===== config.mk =====
export PLATFORM = sky130hd
export DESIGN_NAME = fifo_sync_ram
export DESIGN_NICKNAME = d
export VERILOG_FILES = /design/src/rtl/dmm_mem_pkg.sv /design/src/rtl/ram_dp_param.sv /design/src/rtl/fifo_sync_ram.sv
export SDC_FILE = /design/constraint.sdc
export NUM_CORES = 2
export LEC_CHECK = 0
export CORE_ASPECT_RATIO = 0.9
export CORE_MARGIN = 2
export CORE_UTILIZATION = 55
export DETAILED_ROUTE_END_ITERATION = 8
export MAX_ROUTING_LAYER = met4
export PLACE_DENSITY = 0.73
export SYNTH_ARGS = -nofsm -noshare
export SYNTH_HDL_FRONTEND = slang
export SYNTH_SLANG_ARGS = --single-unit

===== constraint.sdc =====
create_clock -name CLK -period 2.7 [get_ports CLK]
set_input_delay 0.405 -clock CLK [delete_from_list [all_inputs] [get_ports CLK]]
set_output_delay 0.405 -clock CLK [all_outputs]
set_load 0.02 [all_outputs]

===== src/rtl/dmm_mem_pkg.sv =====
// Shared memory constants and helpers for the DMM FPGA sample-buffer path.
package dmm_mem_pkg;

    localparam int unsigned DMM_DATA_W   = 8;
    localparam int unsigned DMM_ADDR_W   = 9;
    localparam int unsigned DMM_AF_LEVEL = 496;
    localparam int unsigned DMM_AE_LEVEL = 16;

    // Occupancy must represent 0..2**addr_w inclusive, hence one extra bit.
    function automatic int unsigned count_w(input int unsigned addr_w);
        return addr_w + 1;
    endfunction

endpackage


===== src/rtl/ram_dp_param.sv =====
// Parametrised simple dual-port RAM: one write port, one registered read port, single clock.
module ram_dp_param #(
    parameter int unsigned DATA_W = 8,
    parameter int unsigned ADDR_W = 9
) (
    input  logic              CLK,
    input  logic              WE,
    input  logic [ADDR_W-1:0] WADDR,
    input  logic [DATA_W-1:0] WDATA,
    input  logic              RE,
    input  logic [ADDR_W-1:0] RADDR,
    output logic [DATA_W-1:0] RDATA
);

    localparam int unsigned DEPTH = 32'(1) << ADDR_W;

    logic [DATA_W-1:0] mem [DEPTH];

    // No reset on the array or read register so the block maps onto EBRs.
    always_ff @(posedge CLK) begin
        if (WE) begin
            mem[WADDR] <= WDATA;
        end
        if (RE) begin
            RDATA <= mem[RADDR];
        end
    end

endmodule


===== src/rtl/fifo_sync_ram.sv =====
// Single-clock FIFO over ram_dp_param with occupancy, level flags and sticky error flags.
module fifo_sync_ram
    import dmm_mem_pkg::*;
#(
    parameter int unsigned DATA_W   = DMM_DATA_W,
    parameter int unsigned ADDR_W   = DMM_ADDR_W,
    parameter int unsigned AF_LEVEL = DMM_AF_LEVEL,
    parameter int unsigned AE_LEVEL = DMM_AE_LEVEL
) (
    input  logic              CLK,
    input  logic              RST,
    input  logic              WE,
    input  logic [DATA_W-1:0] WDATA,
    input  logic              RE,
    output logic [DATA_W-1:0] RDATA,
    output logic              RVALID,
    output logic              FULL,
    output logic              EMPTY,
    output logic              ALMOST_FULL,
    output logic              ALMOST_EMPTY,
    output logic [ADDR_W:0]   COUNT,
    output logic              OVF,
    output logic              UDF,
    input  logic              CLR_ERR
);

    localparam int unsigned DEPTH = 32'(1) << ADDR_W;
    localparam int unsigned CNT_W = count_w(ADDR_W);

    if (AF_LEVEL > DEPTH) begin : g_af_chk
        $error("fifo_sync_ram: AF_LEVEL must not exceed DEPTH");
    end
    if (AE_LEVEL >= AF_LEVEL) begin : g_ae_chk
        $error("fifo_sync_ram: AE_LEVEL must be below AF_LEVEL");
    end

    logic [ADDR_W-1:0] wptr;
    logic [ADDR_W-1:0] rptr;
    logic [DATA_W-1:0] ram_q;
    logic              rd_seen;
    logic              wr_ok;
    logic              rd_ok;
    logic [CNT_W-1:0]  cnt_nxt;

    // Acceptance is gated by the registered flags of the current cycle.
    always_comb begin
        wr_ok   = WE & ~FULL;
        rd_ok   = RE & ~EMPTY;
        cnt_nxt = COUNT;
        if (wr_ok && !rd_ok) begin
            cnt_nxt = COUNT + CNT_W'(1);
        end else if (rd_ok && !wr_ok) begin
            cnt_nxt = COUNT - CNT_W'(1);
        end
    end

    ram_dp_param #(
        .DATA_W (DATA_W),
        .ADDR_W (ADDR_W)
    ) u_ram (
        .CLK   (CLK),
        .WE    (wr_ok),
        .WADDR (wptr),
        .WDATA (WDATA),
        .RE    (rd_ok),
        .RADDR (rptr),
        .RDATA (ram_q)
    );

    // Flags are derived from the next count so they line up with COUNT.
    always_ff @(posedge CLK) begin
        if (RST) begin
            wptr         <= '0;
            rptr         <= '0;
            COUNT        <= '0;
            RVALID       <= 1'b0;
            rd_seen      <= 1'b0;
            FULL         <= 1'b0;
            EMPTY        <= 1'b1;
            ALMOST_FULL  <= 1'b0;
            ALMOST_EMPTY <= 1'b1;
            OVF          <= 1'b0;
            UDF          <= 1'b0;
        end else begin
            if (wr_ok) begin
                wptr <= wptr + ADDR_W'(1);
            end
            if (rd_ok) begin
                rptr    <= rptr + ADDR_W'(1);
                rd_seen <= 1'b1;
            end
            RVALID       <= rd_ok;
            COUNT        <= cnt_nxt;
            FULL         <= (cnt_nxt == CNT_W'(DEPTH));
            EMPTY        <= (cnt_nxt == '0);
            ALMOST_FULL  <= (cnt_nxt >= CNT_W'(AF_LEVEL));
            ALMOST_EMPTY <= (cnt_nxt <= CNT_W'(AE_LEVEL));
            // A new error event outranks a simultaneous clear.
            if (WE && FULL) begin
                OVF <= 1'b1;
            end else if (CLR_ERR) begin
                OVF <= 1'b0;
            end
            if (RE && EMPTY) begin
                UDF <= 1'b1;
            end else if (CLR_ERR) begin
                UDF <= 1'b0;
            end
        end
    end

    // The EBR read register has no reset; present zero until the first pop after reset.
    always_comb begin
        RDATA = rd_seen ? ram_q : '0;
    end

endmodule


-- After elaboration in Yosys (flattened, before gate mapping)
Memory sizes are Yosys's and may differ from the RTL's. A register that Yosys moved wholly into a read port is not among the register bits.
Index checks and enable logic that the tools add are counted.
- register bits: 36
- bits in writable memories: 4096
- input port bits: 13
- output and inout bits: 25
- word-level logic and storage cells: 40
- memories kept: 1
- memories (name ; words ; width ; rd ports ; clocked after Yosys merged registers in ; wr ports ; line ; RTL):
    u_ram.mem ; 512 ; 8 ; 1 ; 1 ; 1 ; ram_dp_param.sv:17 ; logic [DATA_W-1:0] mem [DEPTH];
- add/subtract/negate cells: 4
- order comparisons: 2
- eq/ne operators: 1
- mux-type cells: 8
- bitwise operators: 4
- reduce and logical (&&, ||, !) cells: 9
- operators with widths (operator ; number):
    $mux W10 ; 2
    $add A9 B1 Y9 const B ; 2
    $add A10 B1 Y10 const B ; 1
    $eq A10 B10 Y1 const B ; 1
    $ge A10 B9 Y1 const B ; 1
    $le A10 B5 Y1 const B ; 1
    $logic_not A10 Y1 ; 1
    $sub A10 B1 Y10 const B ; 1
    $mux W8 ; 1
    $mux W1 ; 5
    $logic_and A1 B1 Y1 ; 4
    $reduce_bool A2 Y1 ; 2
    $and A1 B1 Y1 ; 2
    $logic_not A1 Y1 ; 2
    $not A1 Y1 ; 2

-- Depth between registers and ports, before layout
- word-level depth: 7
- gate-level depth with buffers: 14

-- Modules after synthesis
Synthesis repeated with hierarchy kept, for this count alone.
- cell total of the unflattened synthesis: 8235
- area total of the unflattened synthesis: 161742.6 um^2
- by module, submodules not included (module ; times used ; cells each ; area each (um^2) ; seq. area each (um^2)):
    ram_dp_param ; 1 ; 8030 ; 160007.2 ; 123238.2
    fifo_sync_ram ; 1 ; 205 ; 1735.4 ; 720.7

-- Worst setup path after synthesis
No wires, ideal clock.
- path type: register -> register
- start: register rptr[0]
- end: register u_ram.RDATA[2] (read register of u_ram.mem), data pin
- setup time: 0.261 ns
- arrival time: 2.638 ns
- data required time: 2.439 ns
- path slack: -0.199 ns
- cell stages (with the launch flop): 11
- cell sequence: dfxtp_1 > buf_6 > buf_6 > buf_6 > buf_2 > mux4_2 > a221oi_1 > o21ai_1 > a41oi_1 > o21ai_1 > o32a_1
- RTL lines (element ; line ; RTL):
    start, declared ; fifo_sync_ram.sv:38 ; logic [ADDR_W-1:0] rptr;
    start signal, assigned ; fifo_sync_ram.sv:89 ; rptr <= rptr + ADDR_W'(1);
    end, declared ; ram_dp_param.sv:12 ; output logic [DATA_W-1:0] RDATA

==> impl_metrics.env <==
export IMPL_status="complete, but fails checks"
export IMPL_violations="setup timing"
export IMPL_leakagePower_nw=62.6
export IMPL_finClkSkew_ns=0.0463
export IMPL_n_fill_cell=17676
export IMPL_cp_startpoint="rptr[0]$_SDFFE_PP0P_"
export IMPL_postRouteAntennaNets=0
export IMPL_synth_edf_count=4104
export IMPL_reg2reg_setup_slack_ns=-0.83
export IMPL_final_common_cell="edfxtp_1"
export IMPL_required_ns=3.34
export IMPL_r2r_end="u_ram.RDATA[0]$_DFFE_PP_"
export IMPL_drv_slew=0
export IMPL_synth_nets=7446
export IMPL_setup_worst_path_end="u_ram.RDATA[0]$_DFFE_PP_"
export IMPL_r2r_cells=11
export IMPL_routed_wirelength_um=453000
export IMPL_whs_ns=0.0334
export IMPL_setup_viol=8
export IMPL_vias=88546
export IMPL_period_share=1.31
export IMPL_drc_errors=0
export IMPL_clock_sinks=4140
export IMPL_grt_pass1_wl_um=641000
export IMPL_maxCapViolCount=0
export IMPL_die_area_sq_um=297000
export IMPL_seq_area_frac_synth=0.769
export IMPL_rsz0062_at_grt="true"
export IMPL_clock_latency_ns=0.96
export IMPL_final_cells=13303
export IMPL_syn_inst=7426
export IMPL_irDropWorstVdd_mv=0.626
export IMPL_layout_common_cells="edfxtp_1, buf_4, mux4_2"
export IMPL_synth_main_ff_cell="edfxtp_1"
export IMPL_finalHoldViolations=0
export IMPL_cts_root_buf="clkbuf_16"
export IMPL_synth_seq_cells=4140
export IMPL_initial_core_util=0.553
export IMPL_grt_ovfl_total=0
export IMPL_dpl_cell_count=12479
export IMPL_fmax_mhz=284
export IMPL_worst_setup_path_start_kind="register"
export IMPL_p_total_mw=143
export IMPL_worstPathArrival_ns=4.16
export IMPL_viasPerCell=6.66
export IMPL_drive_gt1_frac=0.365
export IMPL_cp_end_kind="register"
export IMPL_die_height_um=518
export IMPL_p_per_area_nw_per_um2=739
export IMPL_cts_tree="built"
export IMPL_hp_class="primary input to register"
export IMPL_grt_usage=0.312
export IMPL_antenna_found_initial=21
export IMPL_synthArstFlopShare=0
export IMPL_syn_area_per_cell_sq_um=21.7
export IMPL_final_nets=9094
export IMPL_clk_pin_slew_ns=0.06
export IMPL_worst_pin_slew_ns=1.20
export IMPL_ios=38
export IMPL_numCtsBuffers=396
export IMPL_crit_type="register to register"
export IMPL_r2r_start="rptr[0]$_SDFFE_PP0P_"
export IMPL_utilization=0.662
export IMPL_setup_ws_ns=-0.827
export IMPL_grt_pass1_vias=86972
export IMPL_yosys_warnings=0
export IMPL_netlist_area_sq_um=161000
export IMPL_port_buffers=37
export IMPL_max_clock_path_buffers=4
export IMPL_yosysTopAreaCell="edfxtp_1"
export IMPL_grt_max_degree=126
export IMPL_fp_row_count=188
export IMPL_min_period_ns=3.53
export IMPL_pre_cts_ws_ns=-1.25
export IMPL_place_gp_congestion=0.931
export IMPL_synth_top_area_share=0.764
export IMPL_critPathMaxFanout=7
export IMPL_area_growth_syn_to_layout_pct=19.6
export IMPL_synth_area_leaders="edfxtp_1, mux4_2, mux2i_1"
export IMPL_drtIter0Drc=14329
export IMPL_wl_per_cell_um=34.1
export IMPL_fp_dieW_um=575
export IMPL_core_area_sq_um=291000
export IMPL_htree_levels=5
export IMPL_hpwl_um=284000
export IMPL_first_pass_iters=6
export IMPL_synth_distinct_cells=73
export IMPL_slew_headroom=0.195
==> Yosys cell counts, drive strengths merged (36+ instances only) <==
cell,instances
o22ai,58
mux4,1048
a21oi,100
clkbuf,177
edfxtp,4104
dfxtp,36
o221ai,45
buf,284
nor2,582
a221oi,55
mux2i,294
o21ai,64
nand2,218
==> critical path: stages, from the launching register on <==
cell and delay, ns:
dfxtp_4 0.38, buf_12 0.14, buf_16 0.16, buf_12 0.12, buf_16 0.12, buf_8 0.11
mux4_2 0.49, mux4_2 0.60, nand2_1 0.10, o211ai_1 0.09, o211ai_1 0.73, a22oi_1 0.15
==> metrics by stage <==
step                      setup TNS [ns]  area, sq um
after detailed placement          -79.01       178000
after floorplan                  -0.0328       162000
after global placement            -22.04       178000
final                              -6.07       193000
after CTS                          -5.56       192000
after global routing               -6.16       193000
==> cell families (layout without fill, tap and decap cells) <==
group	count (synthesis)	count (layout)	share of synthesized area
and+or+nand+nor	939	939	0.0238
adders and majority gates	7	7	0.000543
AOI/OAI and AO/OA	480	480	0.0208
DFF	4140	4140	0.769
xor gates and xnor gates	23	23	0.00125
muxes	1361	1361	0.166
other	0	16	0
buffers and inverters	476	2442	0.0187
==> per-layer routing <==
layer / track usage / vias to the layer above / share of wire
met4: 0.123 / 0 / 0.046
li1: - / 34395 / -
met5: - / - / 0
met2: 0.458 / 7248 / 0.46
met3: 0.0693 / 1102 / 0.13
met1: 0.432 / 45801 / 0.36
==> timing repair <==
item / 4_1_cts / 5_1_grt
buffers inserted: 53 / 28
pin swaps: 18 / 18
resized for setup: 136 / 55
setup endpoints to repair: 16 / 8
cloned: 10 / 3
endpoints found under the hold margin: 124 / 4
hold buffers: 5 / 1
==> sequential cells by signal, summed over array words and instances, names as in the netlist, 8 cells and up <==
name         cells
COUNT           10
rptr             9
u_ram.RDATA      8
u_ram.mem     4096
wptr             9
==> area by class of cell <==
class / instances / area, sq um / share of cell area
Clock inverter: 238 / 2350 / 0.0122
Tap cell: 3895 / 4870 / 0.0253
Timing Repair Buffer: 1711 / 16200 / 0.0838
Clock buffer: 478 / 10400 / 0.0538
Inverter: 15 / 71.3 / 0.000370
Sequential cell: 4140 / 124000 / 0.643
Antenna cell: 16 / 40.0 / 0.000208
Multi-Input combinational cell: 2810 / 35000 / 0.181
==> worst min-delay path by stage <==
stage	start	end	slack, ns	depth (start not counted)
6_report	WDATA[7]	u_ram.mem[418][7]$_DFFE_PP_	0.03	1
5_1_grt	WDATA[7]	u_ram.mem[416][7]$_DFFE_PP_	0.03	1
3_3_place_gp	UDF$_SDFFE_PP0P_	UDF$_SDFFE_PP0P_	0.48	2
2_1_floorplan	wptr[0]$_SDFFE_PP0P_	wptr[0]$_SDFFE_PP0P_	0.49	2
3_5_place_dp	OVF$_SDFFE_PP0P_	OVF$_SDFFE_PP0P_	0.50	2
4_1_cts	WDATA[2]	u_ram.mem[421][2]$_DFFE_PP_	0.01	1
==> where the power goes <==
group | switching (mW) | total (mW) | internal, mW
clock network | 23.7 | 55.1 | 31.4
logic | 8.22 | 16.6 | 8.40
registers | 0.100 | 70.8 | 70.7
total | 32.0 | 143 | 111
Note: power is estimated with default switching activity, not from simulation.
